==> config.mk <==
export PLATFORM = sky130hd
export DESIGN_NAME = dmem_arbiter
export DESIGN_NICKNAME = d
export VERILOG_FILES = /design/src/rtl/dmem_pkg.sv /design/src/rtl/dmem_rr_arb2.sv /design/src/rtl/dmem_arbiter.sv
export SDC_FILE = /design/constraint.sdc
export NUM_CORES = 1
export LEC_CHECK = 0
export BUFFER_PORTS_ARGS = -buffer_cell sky130_fd_sc_hd__buf_2
export CAP_MARGIN = 30
export CORE_ASPECT_RATIO = 1.4
export CORE_MARGIN = 2
export CORE_UTILIZATION = 41
export DETAILED_ROUTE_END_ITERATION = 10
export PLACE_DENSITY = 0.84
export SETUP_SLACK_MARGIN = 0.5
export SYNTH_ARGS = -nofsm -noshare
export SYNTH_HDL_FRONTEND = slang
export SYNTH_SLANG_ARGS = --single-unit
==> constraint.sdc <==
create_clock -name clk -period 1.4 [get_ports clk]
set_clock_uncertainty 0.1 [all_clocks]
set_input_delay 0.28 -clock clk [delete_from_list [all_inputs] [get_ports clk]]
set_output_delay 0.28 -clock clk [all_outputs]
set_load 0.01 [all_outputs]
==> src/rtl/dmem_pkg.sv <==
// Shared types and constants for the data-memory arbiter: access sizes, load
// sign-control codes, the registered command record and the legality check.
package dmem_pkg;

    localparam int DMEM_ADDR_W = 32;
    localparam int DMEM_DATA_W = 32;

    localparam logic [1:0] SZ_BYTE = 2'b00;
    localparam logic [1:0] SZ_HALF = 2'b01;
    localparam logic [1:0] SZ_WORD = 2'b10;

    localparam logic [2:0] F3_LB  = 3'b000;
    localparam logic [2:0] F3_LH  = 3'b001;
    localparam logic [2:0] F3_LW  = 3'b010;
    localparam logic [2:0] F3_LBU = 3'b100;
    localparam logic [2:0] F3_LHU = 3'b101;

    typedef struct packed {
        logic                   we;
        logic [DMEM_ADDR_W-1:0] addr;
        logic [DMEM_DATA_W-1:0] wdata;
        logic [1:0]             size;
        logic [2:0]             funct3;
        logic                   err;
        logic                   id;
    } dmem_cmd_t;

    typedef enum logic {
        CMD_IDLE  = 1'b0,
        CMD_ISSUE = 1'b1
    } cmd_state_e;

    // Size 11 is never legal; half and word must be naturally aligned.
    function automatic logic cmd_misaligned(input logic [1:0] size, input logic [1:0] addr_lo);
        logic bad;
        case (size)
            SZ_BYTE: bad = 1'b0;
            SZ_HALF: bad = addr_lo[0];
            SZ_WORD: bad = (addr_lo != 2'b00);
            default: bad = 1'b1;
        endcase
        return bad;
    endfunction

endpackage

==> src/rtl/dmem_rr_arb2.sv <==
// Two-way grant for the data-memory arbiter, round-robin on ties by default.
// Build option DMEM_ARB_FIXED_PRIO_EN: requester 0 always wins ties.
module dmem_rr_arb2 (
    input  logic       clk,
    input  logic       rst_n,
    input  logic [1:0] valid,
    output logic [1:0] grant
);

`ifdef DMEM_ARB_FIXED_PRIO_EN
    always_comb begin
        grant = 2'b00;
        if (rst_n) begin
            if (valid[0])
                grant = 2'b01;
            else if (valid[1])
                grant = 2'b10;
        end
    end
`else
    logic last_grant_reg;

    // On a tie the requester that did not win the previous accept goes next.
    always_comb begin
        grant = 2'b00;
        if (rst_n) begin
            if (valid[0] && valid[1])
                grant = last_grant_reg ? 2'b01 : 2'b10;
            else
                grant = valid;
        end
    end

    always_ff @(posedge clk or negedge rst_n) begin
        if (!rst_n)
            last_grant_reg <= 1'b1;
        else if (|grant)
            last_grant_reg <= grant[1];
    end
`endif

endmodule

==> src/rtl/dmem_arbiter.sv <==
// Data-memory arbiter: grants one of two requesters per cycle, screens size and
// alignment, issues for one cycle, then returns a tagged one-cycle response.
// Build option DMEM_ARB_FIXED_PRIO_EN (see dmem_rr_arb2) selects fixed priority.
module dmem_arbiter
    import dmem_pkg::*;
#(
    parameter int ADDR_W = DMEM_ADDR_W,
    parameter int DATA_W = DMEM_DATA_W
) (
    input  logic              clk,
    input  logic              rst_n,
    input  logic              req0_valid,
    output logic              req0_ready,
    input  logic              req0_we,
    input  logic [ADDR_W-1:0] req0_addr,
    input  logic [DATA_W-1:0] req0_wdata,
    input  logic [1:0]        req0_size,
    input  logic [2:0]        req0_funct3,
    input  logic              req1_valid,
    output logic              req1_ready,
    input  logic              req1_we,
    input  logic [ADDR_W-1:0] req1_addr,
    input  logic [DATA_W-1:0] req1_wdata,
    input  logic [1:0]        req1_size,
    input  logic [2:0]        req1_funct3,
    output logic              rsp0_valid,
    output logic              rsp0_err,
    output logic              rsp1_valid,
    output logic              rsp1_err,
    output logic [DATA_W-1:0] rsp_rdata,
    output logic              mem_we,
    output logic [ADDR_W-1:0] mem_addr,
    output logic [DATA_W-1:0] mem_wdata,
    output logic [1:0]        mem_size,
    output logic [2:0]        mem_funct3,
    input  logic [DATA_W-1:0] mem_rdata
);

    logic [1:0]        req_valid;
    logic [1:0]        grant;
    logic              accept;
    logic [1:0]        req_bad;
    dmem_cmd_t         req_cmd [2];
    dmem_cmd_t         sel_cmd;
    dmem_cmd_t         cmd_reg;
    cmd_state_e        cmd_state_reg;
    cmd_state_e        cmd_state_next;
    logic              mem_issue;
    logic              rsp_valid_reg;
    logic              rsp_id_reg;
    logic              rsp_err_reg;
    logic [DATA_W-1:0] rsp_rdata_reg;
    logic [1:0]        rsp_valid_vec;
    logic [1:0]        rsp_err_vec;

    assign req_valid  = {req1_valid, req0_valid};
    assign accept     = |grant;
    assign req0_ready = grant[0];
    assign req1_ready = grant[1];

    dmem_rr_arb2 u_arb (
        .clk   (clk),
        .rst_n (rst_n),
        .valid (req_valid),
        .grant (grant)
    );

    assign req_cmd[0] = '{we: req0_we, addr: req0_addr, wdata: req0_wdata, size: req0_size,
                          funct3: req0_funct3, err: 1'b0, id: 1'b0};
    assign req_cmd[1] = '{we: req1_we, addr: req1_addr, wdata: req1_wdata, size: req1_size,
                          funct3: req1_funct3, err: 1'b0, id: 1'b1};

    genvar gi;
    generate
        for (gi = 0; gi < 2; gi++) begin : g_req
            assign req_bad[gi]       = cmd_misaligned(req_cmd[gi].size, req_cmd[gi].addr[1:0]);
            assign rsp_valid_vec[gi] = rsp_valid_reg && (rsp_id_reg == 1'(gi));
            assign rsp_err_vec[gi]   = rsp_valid_vec[gi] && rsp_err_reg;
        end
    endgenerate

    always_comb begin
        sel_cmd     = req_cmd[grant[1]];
        sel_cmd.err = req_bad[grant[1]];
    end

    // Erroneous commands still occupy the issue slot so their response keeps
    // the same two-cycle latency, but they never drive the memory port.
    always_comb begin
        cmd_state_next = CMD_IDLE;
        mem_issue      = 1'b0;
        mem_we         = 1'b0;
        mem_addr       = '0;
        mem_wdata      = '0;
        mem_size       = '0;
        mem_funct3     = '0;
        if (accept)
            cmd_state_next = CMD_ISSUE;
        if (cmd_state_reg == CMD_ISSUE && !cmd_reg.err) begin
            mem_issue  = 1'b1;
            mem_we     = cmd_reg.we;
            mem_addr   = cmd_reg.addr;
            mem_wdata  = cmd_reg.wdata;
            mem_size   = cmd_reg.size;
            mem_funct3 = cmd_reg.funct3;
        end
    end

    always_ff @(posedge clk or negedge rst_n) begin
        if (!rst_n) begin
            cmd_state_reg <= CMD_IDLE;
            cmd_reg       <= '0;
        end else begin
            cmd_state_reg <= cmd_state_next;
            if (accept)
                cmd_reg <= sel_cmd;
        end
    end

    always_ff @(posedge clk or negedge rst_n) begin
        if (!rst_n) begin
            rsp_valid_reg <= 1'b0;
            rsp_id_reg    <= 1'b0;
            rsp_err_reg   <= 1'b0;
            rsp_rdata_reg <= '0;
        end else begin
            rsp_valid_reg <= (cmd_state_reg == CMD_ISSUE);
            rsp_id_reg    <= cmd_reg.id;
            rsp_err_reg   <= (cmd_state_reg == CMD_ISSUE) && cmd_reg.err;
            rsp_rdata_reg <= (mem_issue && !cmd_reg.we) ? mem_rdata : '0;
        end
    end

    assign rsp0_valid = rsp_valid_vec[0];
    assign rsp1_valid = rsp_valid_vec[1];
    assign rsp0_err   = rsp_err_vec[0];
    assign rsp1_err   = rsp_err_vec[1];
    assign rsp_rdata  = rsp_rdata_reg;

endmodule

## Word level (Yosys, flattened, before mapping)

Cells that the tools add are included.

| cells by class | value |
|---|---|
| reductions and logical operators | 15 |
| multiplexer cells | 18 |
| equality and inequality tests | 4 |
| bitwise operators | 2 |
| order comparisons | 2 |

Operators by type and width:

| cell | count |
|---|---|
| 72-bit two-way mux | 3 |
| 32-bit two-way mux | 3 |
| 1-bit logical AND | 8 |
| 2-bit two-way mux | 4 |
| 1-bit one-hot mux with 3 select lines | 2 |
| 1-bit two-way mux | 5 |
| 2-bit by 1-bit equality test with 1-bit output (second input constant) | 2 |
| 2-bit equality test (second input constant) | 2 |
| 2-bit logical NOT | 2 |
| 2-bit nonzero test | 2 |
| 3-bit two-way mux | 1 |
| 2-bit greater-or-equal comparator (second input constant) | 1 |
| 1-bit logical NOT | 2 |
| 1-bit by 2-bit less-than comparator with 1-bit output (second input constant) | 1 |
| 1-bit inverter with 2-bit output | 1 |
| 2-bit OR reduction | 1 |
| 1-bit inverter | 1 |

| storage, ports and cells | value |
|---|---|
| output and inout bits | 108 |
| logic and storage cells | 54 |
| input bits | 176 |
| flip-flop bits (word level) | 109 |

## Longest topological paths before layout

| depth | value |
|---|---|
| depth after elaboration | 7 |
| mapped depth | 6 |
| gate-level depth less buffers | 3 |

## By module

A second synthesis with hierarchy kept.

| unflattened totals | value |
|---|---|
| cell total of the unflattened synthesis | 480 |
| area total of the unflattened synthesis | 5056.1 um^2 |

Modules (own cells, without submodules):

| module | seq. area each (um^2) | area an instance (um^2) | cells an instance | instances |
|---|---|---|---|---|
| dmem_arbiter | 2702.6 | 4993.5 | 472 | 1 |
| dmem_rr_arb2 | 26.3 | 62.6 | 8 | 1 |

## Worst setup path after synthesis

Ideal clock, no wire load.

| timing path | value |
|---|---|
| kind | flip-flop to flip-flop |
| start point | reg u_arb.last_grant_reg |
| end point | reg cmd_reg[60] in the netlist's numbering |
| cell stages (with the launch flop) | 6 |
| slack | 7 ps |
| setup time | 82 ps |
| path buffers | 2 |
| required time | 1218 ps |
| arrival time | 1211 ps |
| cell sequence | dfstp_2 and2_1 buf_6 clkbuf_1 o21ai_0 a31oi_1 |

| between the ends | value |
|---|---|
| longest elaborated chain between the ends | 7 |
| elaborated cells between the ends (all ways) | 8 |

RTL lines:

| item | line | text |
|---|---|---|
| start: declaration | dmem_rr_arb2.sv:21 | `logic last_grant_reg;` |
| start signal: assignment | dmem_rr_arb2.sv:38 | `last_grant_reg <= grant[1];` |
| 2-bit two-way mux * | dmem_rr_arb2.sv:28 | `grant = last_grant_reg ? 2'b01 : 2'b10;` |
| 2-bit two-way mux * | dmem_rr_arb2.sv:27 | `if (valid[0] && valid[1])` |
| 2-bit two-way mux * | dmem_rr_arb2.sv:26 | `if (rst_n) begin` |
| 1-bit inverter with 2-bit output (not written as such) | dmem_arbiter.sv:83 | `sel_cmd = req_cmd[grant[1]];` |
| 72-bit two-way mux (not written as such) (3 in series) | dmem_arbiter.sv:83 |  |
| end signal: assignment | dmem_arbiter.sv:116 | `cmd_reg <= sel_cmd;` |
| end: declaration | dmem_arbiter.sv:45 | `dmem_cmd_t cmd_reg;` |

Every way passes the cells marked *; elsewhere a longest branch is shown, timed or not. The select of a mux whose other input is x is not followed.
A chain may end at the register's enable or synchronous reset.

## Worst setup path after layout

| timing path | value |
|---|---|
| start point | reg cmd_reg[1] in the netlist's numbering |
| end point | out mem_wdata[9] |

| between the ends | value |
|---|---|
| longest elaborated chain between the ends | 3 |

RTL lines:

| item | line | text |
|---|---|---|
| 1-bit logical NOT | dmem_arbiter.sv:99 | `if (cmd_state_reg == CMD_ISSUE && !cmd_reg.err) begin` |
| 1-bit logical AND | dmem_arbiter.sv:99 |  |
| 32-bit two-way mux | dmem_arbiter.sv:99 |  |
| end: declaration | dmem_arbiter.sv:33 | `output logic [DATA_W-1:0] mem_wdata,` |

Every way passes these cells.

==> implementation parameters <==
Parameter                              Value

Critical path
  Worst reg2reg startpoint    cmd_state_reg$_DFF_PN0_
  Critical setup path kind    flop to primary output
  Critical Path AT    1490 ps
  Maximum fanout count along the critical path    13
  Required time of the critical path    1020 ps
  Worst-case register-to-register setup slack    -280 ps
  Crit. Startpoint    cmd_reg[1]$_DFFE_PN0P_
  Critical path capture point    mem_wdata[9]
  Worst r2r path cells    7
  Worst setup EP type    primary output
  Launching element type of the critical path    flop
  Reg-to-Reg End    rsp_rdata[20]$_DFF_PN0_

Final layout
  Number of nets in the layout    1055
  Number of flip-flops under the largest register name    72
  Total of fill cells in the finished design    just under 1000
  Area growth, synth to finish    66.78%
  Final design area excluding fillers    9184 um2
  Fraction of layout instances using a drive strength above 1    about 58%

Logic synthesis
  Biggest area consumer among synthesized cells    sky130_fd_sc_hd__dfrtp_1
  Most common flop cell mapped by yosys    sky130_fd_sc_hd__dfrtp_1
  Synth area leaders    sky130_fd_sc_hd__dfrtp_1 (49%), sky130_fd_sc_hd__and2_1 (12%), sky130_fd_sc_hd__o2111ai_1 (10%), sky130_fd_sc_hd__a31oi_1 (7.6%), sky130_fd_sc_hd__o21ai_0 (6.1%)
  Mean area per synthesized cell    approximately 9.5 um2
  Library cell with the highest instance count after synthesis    sky130_fd_sc_hd__dfrtp_1
  List of most frequent post-synthesis cells    sky130_fd_sc_hd__dfrtp_1 (108), sky130_fd_sc_hd__and2_1 (105), sky130_fd_sc_hd__nor2_1 (70)
  Post-synthesis sequential element count    about 110
  Area fraction of the dominant cell type after synthesis    49.08%
  Sequential cell area fraction in the yosys report    about half
  Proportion of register bits with asynchronous set or reset after synthesis    100.0%
  Number of standard cells after synthesis    between 500 and 600
  Number of nets produced by synthesis    ~760
  Yosys Warn Count    0
  Netlist area before placement    around 5500 um2
  Number of unique standard cell types used by synthesis    25
  Count of flip-flops with a built-in enable after synthesis    0

STA
  Top achievable clock speed    roughly 0.54 GHz
  Final max-slew violation count    0
  Final hold viol count    65
  Share of the clock period used by the worst path after layout    133.3%
  Hold WS    -149.4 ps
  Final Setup Violations    177
  Setup WS post-layout    -465.8 ps
  Least-Margin Pin Slew    about 400 ps
  Setup repair after global routing missed its margin    yes
  Setup tns final    -46240 ps
  Clock period minus final worst setup slack    1866 ps
  Max transition margin    between 70 and 80%

Run status
  Violated checks    hold timing, setup timing
  Run status    finished, violations left

Floorplanning
  Core box area    ~13000 um2
  Die X    a little over 100 um
  Die Height    around 140 um
  Row Count    50
  Number of top-level design ports    roughly 280
  Initial core utilization    approximately 42%
  Full die area    roughly 14000 um2

Clock tree
  Cts-stage hold buffer count    1
  Clock sink count    around 110
  CTS Buf Count    9
  Clk pin slew, worst setup/hold paths    around 80 ps
  CTS max path bufs    2
  Insertion delay to the later sink of the worst-skew pair    between 300 and 400 ps
  TritonCTS clock tree    built
  CTS H-Tree Depth    3
  CTS Root Buffer Type    sky130_fd_sc_hd__clkbuf_16

Pwr
  Power density relative to cell area    979.7 nW/um2
  Maximum vdd ir drop    between 0.6 and 0.7 mV
  Leakage component of the power    about 4.2 nW
  Final total power    roughly 9.0 mW

Place
  Placed inst area    roughly 7400 um2
  Number of buffers inserted by port buffering    between 200 and 300
  Final weighted congestion of routability-driven global placement    around 0.9
  Placement-stage worst setup slack    -103.5 ps
  Post-detail-place hpwl    ~13000 um

Global routing
  Number of global-route vias before repair    5535
  Wire length of the first global-routing pass    around 29000 um
  Maximum number of pins on one net before global-route repair    68
  Number of antenna violations at the first check in global routing    1
  GRT Total Usage    25.72%
  Overall overflow remaining after global route    0

Detailed routing
  Vias    about 6000
  Drt total wl    ~22000 um
  Number of remaining DRC errors    0
  First drt pass iteration count    5
  Average wire per cell in the routed design    approximately 21 um
  Iteration-0 DRC count of the detailed router    about 240
  Count of antenna-violating nets left after detailed routing    0
  Detail-routed via count per cell    roughly 5.8

Job
  Max-Cap Viols    0

Hold path
  Hold/Removal Path Class    primary input to asynchronous set/reset pin
## power breakdown
group / internal, mW / total [mW] / switching [mW]
Clock: 1.27 / 2.60 / 1.33
Combinational: 1.37 / 2.71 / 1.34
Sequential: 3.48 / 3.69 / 0.204
Total: 6.12 / 9.00 / 2.87
## layout make-up
class | count | area [um2] | area share [%]
tap | 182 | 227.7 | 2.480
inverter | 4 | 17.52 | 0.1907
timing repair buffer | 357 | 2887 | 31.43
sequential | 109 | 2730 | 29.73
clock inverter | 7 | 77.57 | 0.8447
multi-input combinational | 398 | 3017 | 32.85
clock buffer | 9 | 225.2 | 2.452
antenna | 1 | 2.502 | 0.02725
## metal layers
layer	track usage (%)	share of wire [%]	routed length, um
met4	10.25	3.9	867
met2	45.39	53	11700
met3	5.354	7.5	1669
met5	0	0.072	16
met1	29.98	36	7876
## critical path, cell delays in order, from the launching register on
cell and delay, ps:
sky130_fd_sc_hd__dfrtp_1 420, sky130_fd_sc_hd__nor2b_4 150, sky130_fd_sc_hd__buf_4 150, sky130_fd_sc_hd__clkbuf_16 170, sky130_fd_sc_hd__and2_1 140, sky130_fd_sc_hd__buf_2 130
## how the worst min path moves through the flow
stage	start	to	slack, ps
after floorplan	rst_n	cmd_reg[0]$_DFFE_PN0P_	-120
after global placement	rst_n	cmd_reg[43]$_DFFE_PN0P_	160
after detailed placement	rst_n	rsp_rdata[27]$_DFF_PN0_	160
after CTS	rst_n	cmd_reg[3]$_DFFE_PN0P_	-160
after global routing	rst_n	cmd_reg[14]$_DFFE_PN0P_	-140
final	rst_n	cmd_reg[14]$_DFFE_PN0P_	-150
## cells in the final DEF, fill, tap and decap left out, drive strengths merged
cell,Yosys,final
or2,1,1
o221ai,1,1
and2,105,105
clkinvlp,0,1
nand2,3,3
dfrtp,108,108
dfstp,1,1
a21oi,1,1
inv,4,7
o21a,2,2
clkbuf,28,19
a2111o,1,1
buf,43,346
o21ai,67,67
nor2,70,70
a31oi,67,67
dlygate4sd3,0,1
clkinv,0,3
and3,1,1
diode,0,1
o22ai,2,2
o2111ai,66,66
nor2b,6,6
a221o,4,4
and2b,1,1
## what timing repair did
| action | in CTS | in global routing |
|---|---|---|
| endpoints found under the hold margin | 67 | 65 |
| pin swaps | 40 | 49 |
| endpoints found under the setup margin | 213 | 215 |
| setup buffers | 5 | 10 |
| resized for setup | 86 | 152 |
| gates cloned | 9 | 14 |
## metrics by stage
step | std cells | utilization [%]
global placement | 1011 | 55.71
global route | 1066 | 69.23
floorplan | 582 | -
finish | 1067 | 69.25
CTS | 1042 | 62.28
detailed placement | 1011 | 55.71
## logic make-up (layout without fill, tap and decap cells)
logic type | after synthesis | after routing | share of synthesized area [%]
AO/OA/AOI/OAI | 211 | 211 | 25.90
buffers and inverters | 75 | 377 | 6.453
other | 0 | 1 | 0
flip-flops | 109 | 109 | 49.56
AND/OR/NAND/NOR | 187 | 187 | 18.09
Note: power is estimated with default switching activity, not from simulation.
